==> src/rtl/instr_fetch_decode_if.sv <==
// instr_fetch_decode_if: decode-register handshake between fetch/decode and execute
//   master (fetch)  : drives dec_valid and the decoded fields, samples ex_ready
//   slave (execute) : samples dec_valid and the decoded fields, drives ex_ready
//   transfer happens on a clock edge where dec_valid & ex_ready
interface instr_fetch_decode_if #(parameter int ADDR_W = 8);
    logic              dec_valid;
    logic              ex_ready;
    logic [3:0]        dec_opcode;
    logic [2:0]        dec_func;
    logic [1:0]        dec_src_ty;
    logic [7:0]        dec_src_val;
    logic [1:0]        dec_dst_ty;
    logic [7:0]        dec_dst_val;
    logic [7:0]        dec_imm;
    logic [ADDR_W-1:0] dec_pc;
    modport master (
        output dec_valid, dec_opcode, dec_func, dec_src_ty, dec_src_val,
               dec_dst_ty, dec_dst_val, dec_imm, dec_pc,
        input  ex_ready
    );
    modport slave (
        input  dec_valid, dec_opcode, dec_func, dec_src_ty, dec_src_val,
               dec_dst_ty, dec_dst_val, dec_imm, dec_pc,
        output ex_ready
    );
endinterface

==> src/rtl/instr_fetch_decode.sv <==
// instr_fetch_decode: program counter, ROM fetch, JMP/ATC resolution and decode register
//   clk, rst_n : clock, async active-low reset
//   run        : fetch enable (0 freezes PC and FSM; decode register still drains)
//   rom_addr   : program memory address (= PC)
//   rom_data   : program memory word, combinational from rom_addr
//   flags      : datapath flags tested by ATC
//   ex_idle    : execute has nothing in flight, flags are final
//   flag_clr   : one-cycle one-hot clear of the flag taken by ATC
//   dec        : decode register handshake towards execute
module instr_fetch_decode #(
    parameter int         ADDR_W   = 8,
    parameter int         INSTR_W  = 35,
    parameter int         RESET_PC = 0,
    parameter int         FLAG_W   = 8,
    parameter logic [3:0] OP_JMP   = 4'hE,
    parameter logic [3:0] OP_ATC   = 4'hF
) (
    input  logic                 clk,
    input  logic                 rst_n,
    input  logic                 run,
    output logic [ADDR_W-1:0]    rom_addr,
    input  logic [INSTR_W-1:0]   rom_data,
    input  logic [FLAG_W-1:0]    flags,
    input  logic                 ex_idle,
    output logic [FLAG_W-1:0]    flag_clr,
    instr_fetch_decode_if.master dec
);
    typedef enum logic [1:0] {S_START, S_RUN, S_WAIT} state_t;
    state_t            state, state_nxt;
    logic [ADDR_W-1:0] pc, pc_nxt, pc_inc, target;
    logic [FLAG_W-1:0] flag_clr_nxt;
    logic [3:0]        op;
    logic [2:0]        bit_sel;
    logic              fire, load, jmp_go, atc_go, taken, valid_nxt;
    assign rom_addr = pc;
    assign op       = rom_data[34:31];
    assign bit_sel  = rom_data[30:28];
    assign target   = ADDR_W'(rom_data[7:0]);
    assign pc_inc   = pc + ADDR_W'(1);
    assign taken    = flags[bit_sel];
    // fire: a word at PC is consumed this cycle (slot free and fetching)
    assign fire     = state == S_RUN && run && (!dec.dec_valid || dec.ex_ready);
    assign load     = fire && op != OP_JMP && op != OP_ATC;
    assign jmp_go   = fire && op == OP_JMP;
    // ATC resolves only once the pipeline has drained so the flag value is final
    assign atc_go   = state == S_WAIT && run && !dec.dec_valid && ex_idle;
    always_ff @(posedge clk or negedge rst_n) begin
        if (!rst_n) state <= S_START;
        else        state <= state_nxt;
    end
    always_comb begin
        state_nxt = state == S_START           ? S_RUN  :
                    (fire && op == OP_ATC)     ? S_WAIT :
                    atc_go                     ? S_RUN  : state;
    end
    always_comb begin
        pc_nxt       = load   ? pc_inc :
                       jmp_go ? target :
                       atc_go ? (taken ? target : pc_inc) : pc;
        flag_clr_nxt = (atc_go && taken) ? FLAG_W'(1) << bit_sel : '0;
        valid_nxt    = load || (dec.dec_valid && !dec.ex_ready);
    end
    always_ff @(posedge clk or negedge rst_n) begin
        if (!rst_n) begin
            pc            <= ADDR_W'(RESET_PC);
            flag_clr      <= '0;
            dec.dec_valid <= 1'b0;
            dec.dec_pc    <= '0;
            {dec.dec_opcode, dec.dec_func, dec.dec_src_ty, dec.dec_src_val,
             dec.dec_dst_ty, dec.dec_dst_val, dec.dec_imm} <= '0;
        end else begin
            pc            <= pc_nxt;
            flag_clr      <= flag_clr_nxt;
            dec.dec_valid <= valid_nxt;
            if (load) begin
                dec.dec_pc <= pc;
                {dec.dec_opcode, dec.dec_func, dec.dec_src_ty, dec.dec_src_val,
                 dec.dec_dst_ty, dec.dec_dst_val, dec.dec_imm} <= rom_data[34:0];
            end
        end
    end
endmodule

==> src/flat_wrapper.sv <==
// flat-port wrapper written by rule: the top's interface ports become plain ports
module instr_fetch_decode_flat 
#(
    parameter int         ADDR_W   = 8,
    parameter int         INSTR_W  = 35,
    parameter int         RESET_PC = 0,
    parameter int         FLAG_W   = 8,
    parameter logic [3:0] OP_JMP   = 4'hE,
    parameter logic [3:0] OP_ATC   = 4'hF
)
  (clk, rst_n, run, rom_addr, rom_data, flags, ex_idle, flag_clr, dec_dec_valid, dec_dec_opcode, dec_dec_func, dec_dec_src_ty, dec_dec_src_val, dec_dec_dst_ty, dec_dec_dst_val, dec_dec_imm, dec_dec_pc, dec_ex_ready);
  instr_fetch_decode_if #(.ADDR_W(ADDR_W)) dec_i ();
  input  logic clk;
  input  logic rst_n;
  input  logic run;
  output logic [ADDR_W-1:0] rom_addr;
  input  logic [INSTR_W-1:0] rom_data;
  input  logic [FLAG_W-1:0] flags;
  input  logic ex_idle;
  output logic [FLAG_W-1:0] flag_clr;
  output wire logic [$bits(dec_i.dec_valid)-1:0] dec_dec_valid;
  output wire logic [$bits(dec_i.dec_opcode)-1:0] dec_dec_opcode;
  output wire logic [$bits(dec_i.dec_func)-1:0] dec_dec_func;
  output wire logic [$bits(dec_i.dec_src_ty)-1:0] dec_dec_src_ty;
  output wire logic [$bits(dec_i.dec_src_val)-1:0] dec_dec_src_val;
  output wire logic [$bits(dec_i.dec_dst_ty)-1:0] dec_dec_dst_ty;
  output wire logic [$bits(dec_i.dec_dst_val)-1:0] dec_dec_dst_val;
  output wire logic [$bits(dec_i.dec_imm)-1:0] dec_dec_imm;
  output wire logic [$bits(dec_i.dec_pc)-1:0] dec_dec_pc;
  input wire logic [$bits(dec_i.ex_ready)-1:0] dec_ex_ready;
  assign dec_dec_valid = dec_i.dec_valid;
  assign dec_dec_opcode = dec_i.dec_opcode;
  assign dec_dec_func = dec_i.dec_func;
  assign dec_dec_src_ty = dec_i.dec_src_ty;
  assign dec_dec_src_val = dec_i.dec_src_val;
  assign dec_dec_dst_ty = dec_i.dec_dst_ty;
  assign dec_dec_dst_val = dec_i.dec_dst_val;
  assign dec_dec_imm = dec_i.dec_imm;
  assign dec_dec_pc = dec_i.dec_pc;
  assign dec_i.ex_ready = dec_ex_ready;
  instr_fetch_decode #(.ADDR_W(ADDR_W), .INSTR_W(INSTR_W), .RESET_PC(RESET_PC), .FLAG_W(FLAG_W), .OP_JMP(OP_JMP), .OP_ATC(OP_ATC)) u_core (.clk(clk), .rst_n(rst_n), .run(run), .rom_addr(rom_addr), .rom_data(rom_data), .flags(flags), .ex_idle(ex_idle), .flag_clr(flag_clr), .dec(dec_i));
endmodule
==> config.mk <==
export PLATFORM = sky130hd
export DESIGN_NAME = instr_fetch_decode_flat
export DESIGN_NICKNAME = d
export VERILOG_FILES = /design/src/rtl/instr_fetch_decode_if.sv /design/src/rtl/instr_fetch_decode.sv /design/src/flat_wrapper.sv
export SDC_FILE = /design/constraint.sdc
export NUM_CORES = 1
export LEC_CHECK = 0
export BUFFER_PORTS_ARGS = -buffer_cell sky130_fd_sc_hd__buf_2
export CAP_MARGIN = 20
export CELL_PAD_IN_SITES_DETAIL_PLACEMENT = 0
export CELL_PAD_IN_SITES_GLOBAL_PLACEMENT = 1
export CORE_ASPECT_RATIO = 1.1
export CORE_UTILIZATION = 38
export CTS_BUF_LIST = sky130_fd_sc_hd__clkbuf_2
export DETAILED_ROUTE_END_ITERATION = 8
export PLACE_DENSITY = 0.8
export SYNTH_ARGS = -nofsm -noshare
export SYNTH_HDL_FRONTEND = slang
export SYNTH_SLANG_ARGS = --single-unit
==> constraint.sdc <==
create_clock -name clk -period 2.45 [get_ports clk]
set_input_delay 0.245 -clock clk [delete_from_list [all_inputs] [get_ports clk]]
set_output_delay 0.245 -clock clk [all_outputs]
set_load 0.05 [all_outputs]
### Word level (Yosys, flattened, before mapping)

Index checks and enable logic that the tools add are counted.

* input port bits: 48
* register bits: 62
* output and inout bits: 60

* mux-type cells: 10
* equality and inequality tests: 6
* $lt $le $gt $ge: 1
* reduce and logical (&&, ||, !) cells: 18
* shift operators: 1
* add/sub/neg operators: 1

Operators by type and width (count)
* $mux 8: 5
* $logic_and 1x1->1: 11
* $add 8x1->8 const B: 1
* $eq 4x4->1 const B: 2
* $ne 4x4->1 const B: 2
* $shl 1x3->8 const A: 1
* $mux 2: 3
* $reduce_bool 3->1: 2
* $lt 3x4->1 const B: 1
* $bmux 1 s3: 1
* $eq 2x1->1 const B: 1
* $eq 2x2->1 const B: 1
* $logic_not 1->1: 2
* $logic_not 2->1: 1
* $logic_or 1x1->1: 2
* $mux 1: 1

### Depth between registers and ports, before layout

* word-level depth: 7
* mapped depth: 7
* depth with buffers taken out: 5

### Worst setup path after synthesis

Ideal clock, no wire load.

* path type: reg-to-reg
* start point: register u_core.dec.dec_valid
* end point: register u_core.dec.dec_pc[4] (netlist name)
* cell stages (with the launch flop): 5
* setup time: 0.128 ns
* arrival: 1.959 ns
* setup slack: 0.364 ns
* data required time: 2.322 ns
* period minus slack after synthesis: 2.086 ns
* cell sequence: dfrtp_1 nor2b_1 nor3_2 clkbuf_1 mux2_1

* cells in the longest elaborated chain, start to end: 5

Ends and longest elaborated chain
* start, declared: line instr_fetch_decode_if.sv:17 `output dec_valid, dec_opcode, dec_func, dec_src_ty, dec_src_val,`
* start signal, assigned: line instr_fetch_decode.sv:74 `dec.dec_valid <= valid_nxt;`
* $logic_not 1->1: line instr_fetch_decode.sv:42 `assign fire = state == S_RUN && run && (!dec.dec_valid || dec.ex_ready);`
* $logic_or 1x1->1: line instr_fetch_decode.sv:42
* $logic_and 1x1->1: line instr_fetch_decode.sv:42
* $logic_and 1x1->1 (2 in series): line instr_fetch_decode.sv:43 `assign load = fire && op != OP_JMP && op != OP_ATC;`
* end signal, assigned: line instr_fetch_decode.sv:76 `dec.dec_pc <= pc;`
* end, declared: line instr_fetch_decode_if.sv:18 `dec_dst_ty, dec_dst_val, dec_imm, dec_pc,`

Every way passes these cells.
A chain may end at the register's enable or synchronous reset.

### Final worst setup path

* start point: input port rom_data[28]
* end point: register u_core.flag_clr[0]

* cells in the longest elaborated chain, start to end: 4

Ends and longest elaborated chain
* start, declared: line flat_wrapper.sv:17 `input logic [INSTR_W-1:0] rom_data;`
* $bmux 1 s3: line instr_fetch_decode.sv:40 `assign taken = flags[bit_sel];`
* $mux 1 (implied by the code): line instr_fetch_decode.sv:40
* $logic_and 1x1->1: line instr_fetch_decode.sv:60 `flag_clr_nxt = (atc_go && taken) ? FLAG_W'(1) << bit_sel : '0;`
* $mux 8 (*): line instr_fetch_decode.sv:60
* named net u_core.flag_clr_nxt[0]: line instr_fetch_decode.sv:31 `logic [FLAG_W-1:0] flag_clr_nxt;`
* end signal, assigned: line instr_fetch_decode.sv:73 `flag_clr <= flag_clr_nxt;`
* end, declared: line instr_fetch_decode.sv:25 `output logic [FLAG_W-1:0] flag_clr,`

The timed path passes the listed nets; every way through them passes the cells marked *. The select of a mux whose other input is x is not followed.

==> summary.txt <==
Outcome
  – Outcome: finished clean

Die
  – Top Ports: 108
  – Core box area: around 6600 um2
  – DIE AREA: around 7000 um2
  – # rows: 31
  – Starting Density: 39.3%
  – Die X: 80.5 um
  – Die outline height: a little under 90 um

Timing
  – Slew at the pin closest to its max-slew limit: slightly below 800 ps
  – Period utilization: roughly nine tenths
  – Final Hold Fails: 0
  – Clk_skew: approximately 9.7 ps
  – Top achievable clock speed: 460 MHz
  – Setup TNS: 0 ps
  – RSZ-0062 raised after global routing: false
  – Relative slew slack: around 48%
  – Setup-failing EPs final: 0
  – Fin. max-slew vios: 0
  – Tmin final: roughly 2200 ps

Setup path
  – Crit-path max FO: 8
  – CP required: about 2800 ps
  – CP startpoint kind: primary input
  – Worst EP arrival: between 2000 and 3000 ps
  – Crit Path Category: in2reg
  – CP endpoint kind: flip-flop

Clock network
  – Post-CTS setup buffers: 0
  – Latest clock arrival within the worst-skew pair: about 460 ps
  – CTS Buffer Depth: 2
  – Root buf cell: clkbuf_2
  – Clk slew on worst S/H paths: 170 ps
  – H-tree depth: 3
  – TritonCTS clock tree: done
  – CTS Buf Count: 9
  – CTS sink cnt: between 60 and 70

Routing
  – Antenna-violating nets left: 0
  – Detailed Routing Iterations Pass 1: 4
  – Remaining DRCs: 0
  – DR vias: 2128
  – DR WL/cell: 14.3 um
  – Initial DRC count: slightly below 70
  – Routed WL: approximately 6000 um
  – Vias per cell: between 4 and 5

Power and ir drop
  – Power Density: ~1400 nW/um2
  – Worst VDD drop: between 0.9 and 1 mV
  – Pleak: 1.76 nW

Finish
  – Share of cells above drive strength 1: about two fifths
  – Seq. cell area: roughly 1600 um2
  – Synthesis-to-layout area growth: 43.8%
  – Design Area, Final: between 3000 and 4000 um2
  – Layout fillers: approximately 570
  – Area occupied by multi-input gates: just under 1000 um2
  – # nets final: approximately 390
  – Diodes inserted: 0

Yosys
  – #FFs+latches synth: between 60 and 70
  – Syn_nets: 243
  – Syn Area/Cell: roughly 13 um2
  – YS warnings: 0
  – Synth top area share: around three fifths
  – Synthesized area: between 2000 and 3000 um2
  – Post-synth EDFFs: 0
  – Library cells used by synthesis: 37
  – Register area share after synthesis: between 60% and 70%
  – Cell taking the most area after synthesis: dfrtp_1
  – Synth top area cells: dfrtp_1 (60%), mux2_1 (17%), nand3_1 (2.1%)
  – Post-synth ARST share: 100%
  – Ys flop type: dfrtp_1
  – Count leader, synth: dfrtp_1
  – Commonest cells in the netlist: dfrtp_1 (62), mux2_1 (40), nand2_1 (11), nand3_1 (11), nor2_1 (10)
  – Synth Instances: ~190

GRT
  – First-pass GRT wire length: about 9500 um
  – Largest net degree at the start of global routing: 36
  – Tot GR Track Use: around 18%
  – Vias in the first global route: 2089
  – Grt ovf: 0
  – Antenna violations before repair: 0

Run
  – Max-Cap Viols: 0

Place
  – IO buf count: ~110
  – GP Congestion: 0.772
  – Placed cell areas: around 3200 um2
  – HPWL after DPL: between 4000 and 5000 um

Worst hold path
  – Worst min path class: in2reg
area by class of cell:
class                   instances  area share (%)
repair buffers                147            24.9
inverters                       3           0.304
clock buffers                  12            1.62
clock inverters                 4            1.92
well taps                      82            2.77
multi-input cells             122            26.6
flip-flops and latches         62            41.9
logic make-up after synthesis:
logic type / Yosys count / share of synthesized area, %
DFF: 62 / 60.2
and+or+nand+nor: 59 / 12.0
muxes: 45 / 20.9
AOI/OAI and AO/OA: 17 / 4.61
buffers and inverters: 10 / 1.80
adders and majority gates: 1 / 0.485
where the power goes:
group,switching (mW),internal [mW]
clock,0.356,0.348
combinational,2.09,0.737
sequential,0.270,1.45
total,2.72,2.54
per-stage QoR:
step	worst slack [ps]	power (mW)	utilization [%]	cells	hold WS (ps)
2_1_floorplan	364	3.85	-	194	-50.6
3_3_place_gp	482	4.49	49.2	381	371
3_5_place_dp	438	4.55	49.2	381	376
4_1_cts	347	5.29	56.5	432	10.5
5_1_grt	203	5.53	56.5	432	13.5
6_report	278	5.26	56.5	432	60.7
worst max-delay path, cell delays in order:
cell           delay (ps)
dlygate4sd3_1         520
buf_2                 190
mux4_2                550
mux2i_4               200
or3_1                 210
nor3_1                 60
dlygate4sd3_1         560
worst paths after layout:
kind                                     startpoint                       end  slack, ps  depth (start not counted)
max                                    rom_data[28]        u_core.flag_clr[0]        280                          7
min in group asynchronous                     rst_n      u_core.dec.dec_pc[2]        370                          2
max in group asynchronous                     rst_n  u_core.dec.dec_dst_ty[1]       1380                          3
max reg2reg                    u_core.dec.dec_valid        u_core.flag_clr[0]        400                          5
min                                     rom_data[0]     u_core.dec.dec_imm[0]         60                          2
min reg2reg                u_core.dec.dec_dst_ty[1]  u_core.dec.dec_dst_ty[1]        500                          1
cells in the final DEF (no fill, tap or decap), drive strengths merged:
cell type,Yosys,layout
ha,1,1
o22a,4,4
o21ai,4,4
nand2b,3,3
and3b,1,1
bufinv,0,2
a21oi,4,4
nor2b,1,1
a2bb2oi,1,1
nand4,5,5
dlygate4sd3,0,35
mux4,2,2
a211oi,1,1
mux2i,3,3
nor3b,1,1
and3,1,1
nor3,5,5
a22oi,1,1
clkinv,0,1
clkinvlp,0,1
nand2,11,11
and2,1,1
inv,3,3
or3,2,2
nand3,11,11
or2,2,2
a21o,1,1
a311oi,1,1
clkbuf,5,12
nand3b,1,1
nor2,10,10
nor4,1,1
mux2,40,40
dfrtp,62,62
or4,3,3
buf,2,112
repair_timing:
action / 4_1_cts / 5_1_grt
endpoints found under the hold margin: 68 / 0
hold buffers: 35 / 0
resized for setup: 0 / 0
state kept, by name (all words and copies together), names as in the netlist:
name                    cells
u_core.dec.dec_src_val      8
u_core.dec.dec_pc           8
u_core.flag_clr             8
u_core.dec.dec_opcode       4
u_core.dec.dec_dst_val      8
u_core.state                2
u_core.dec.dec_dst_ty       2
u_core.dec.dec_func         3
u_core.dec.dec_imm          8
u_core.rom_addr             8
u_core.dec.dec_valid        1
u_core.dec.dec_src_ty       2
routing by layer:
metal	GRT usage (%)	vias to the layer above	wire, um
met2	31.3	77	3120
met1	20.3	1032	2560
met4	9.74	0	106
met5	0	-	0
li1	-	1010	-
met3	4.85	9	381
Power figures use the tool's default switching activity.
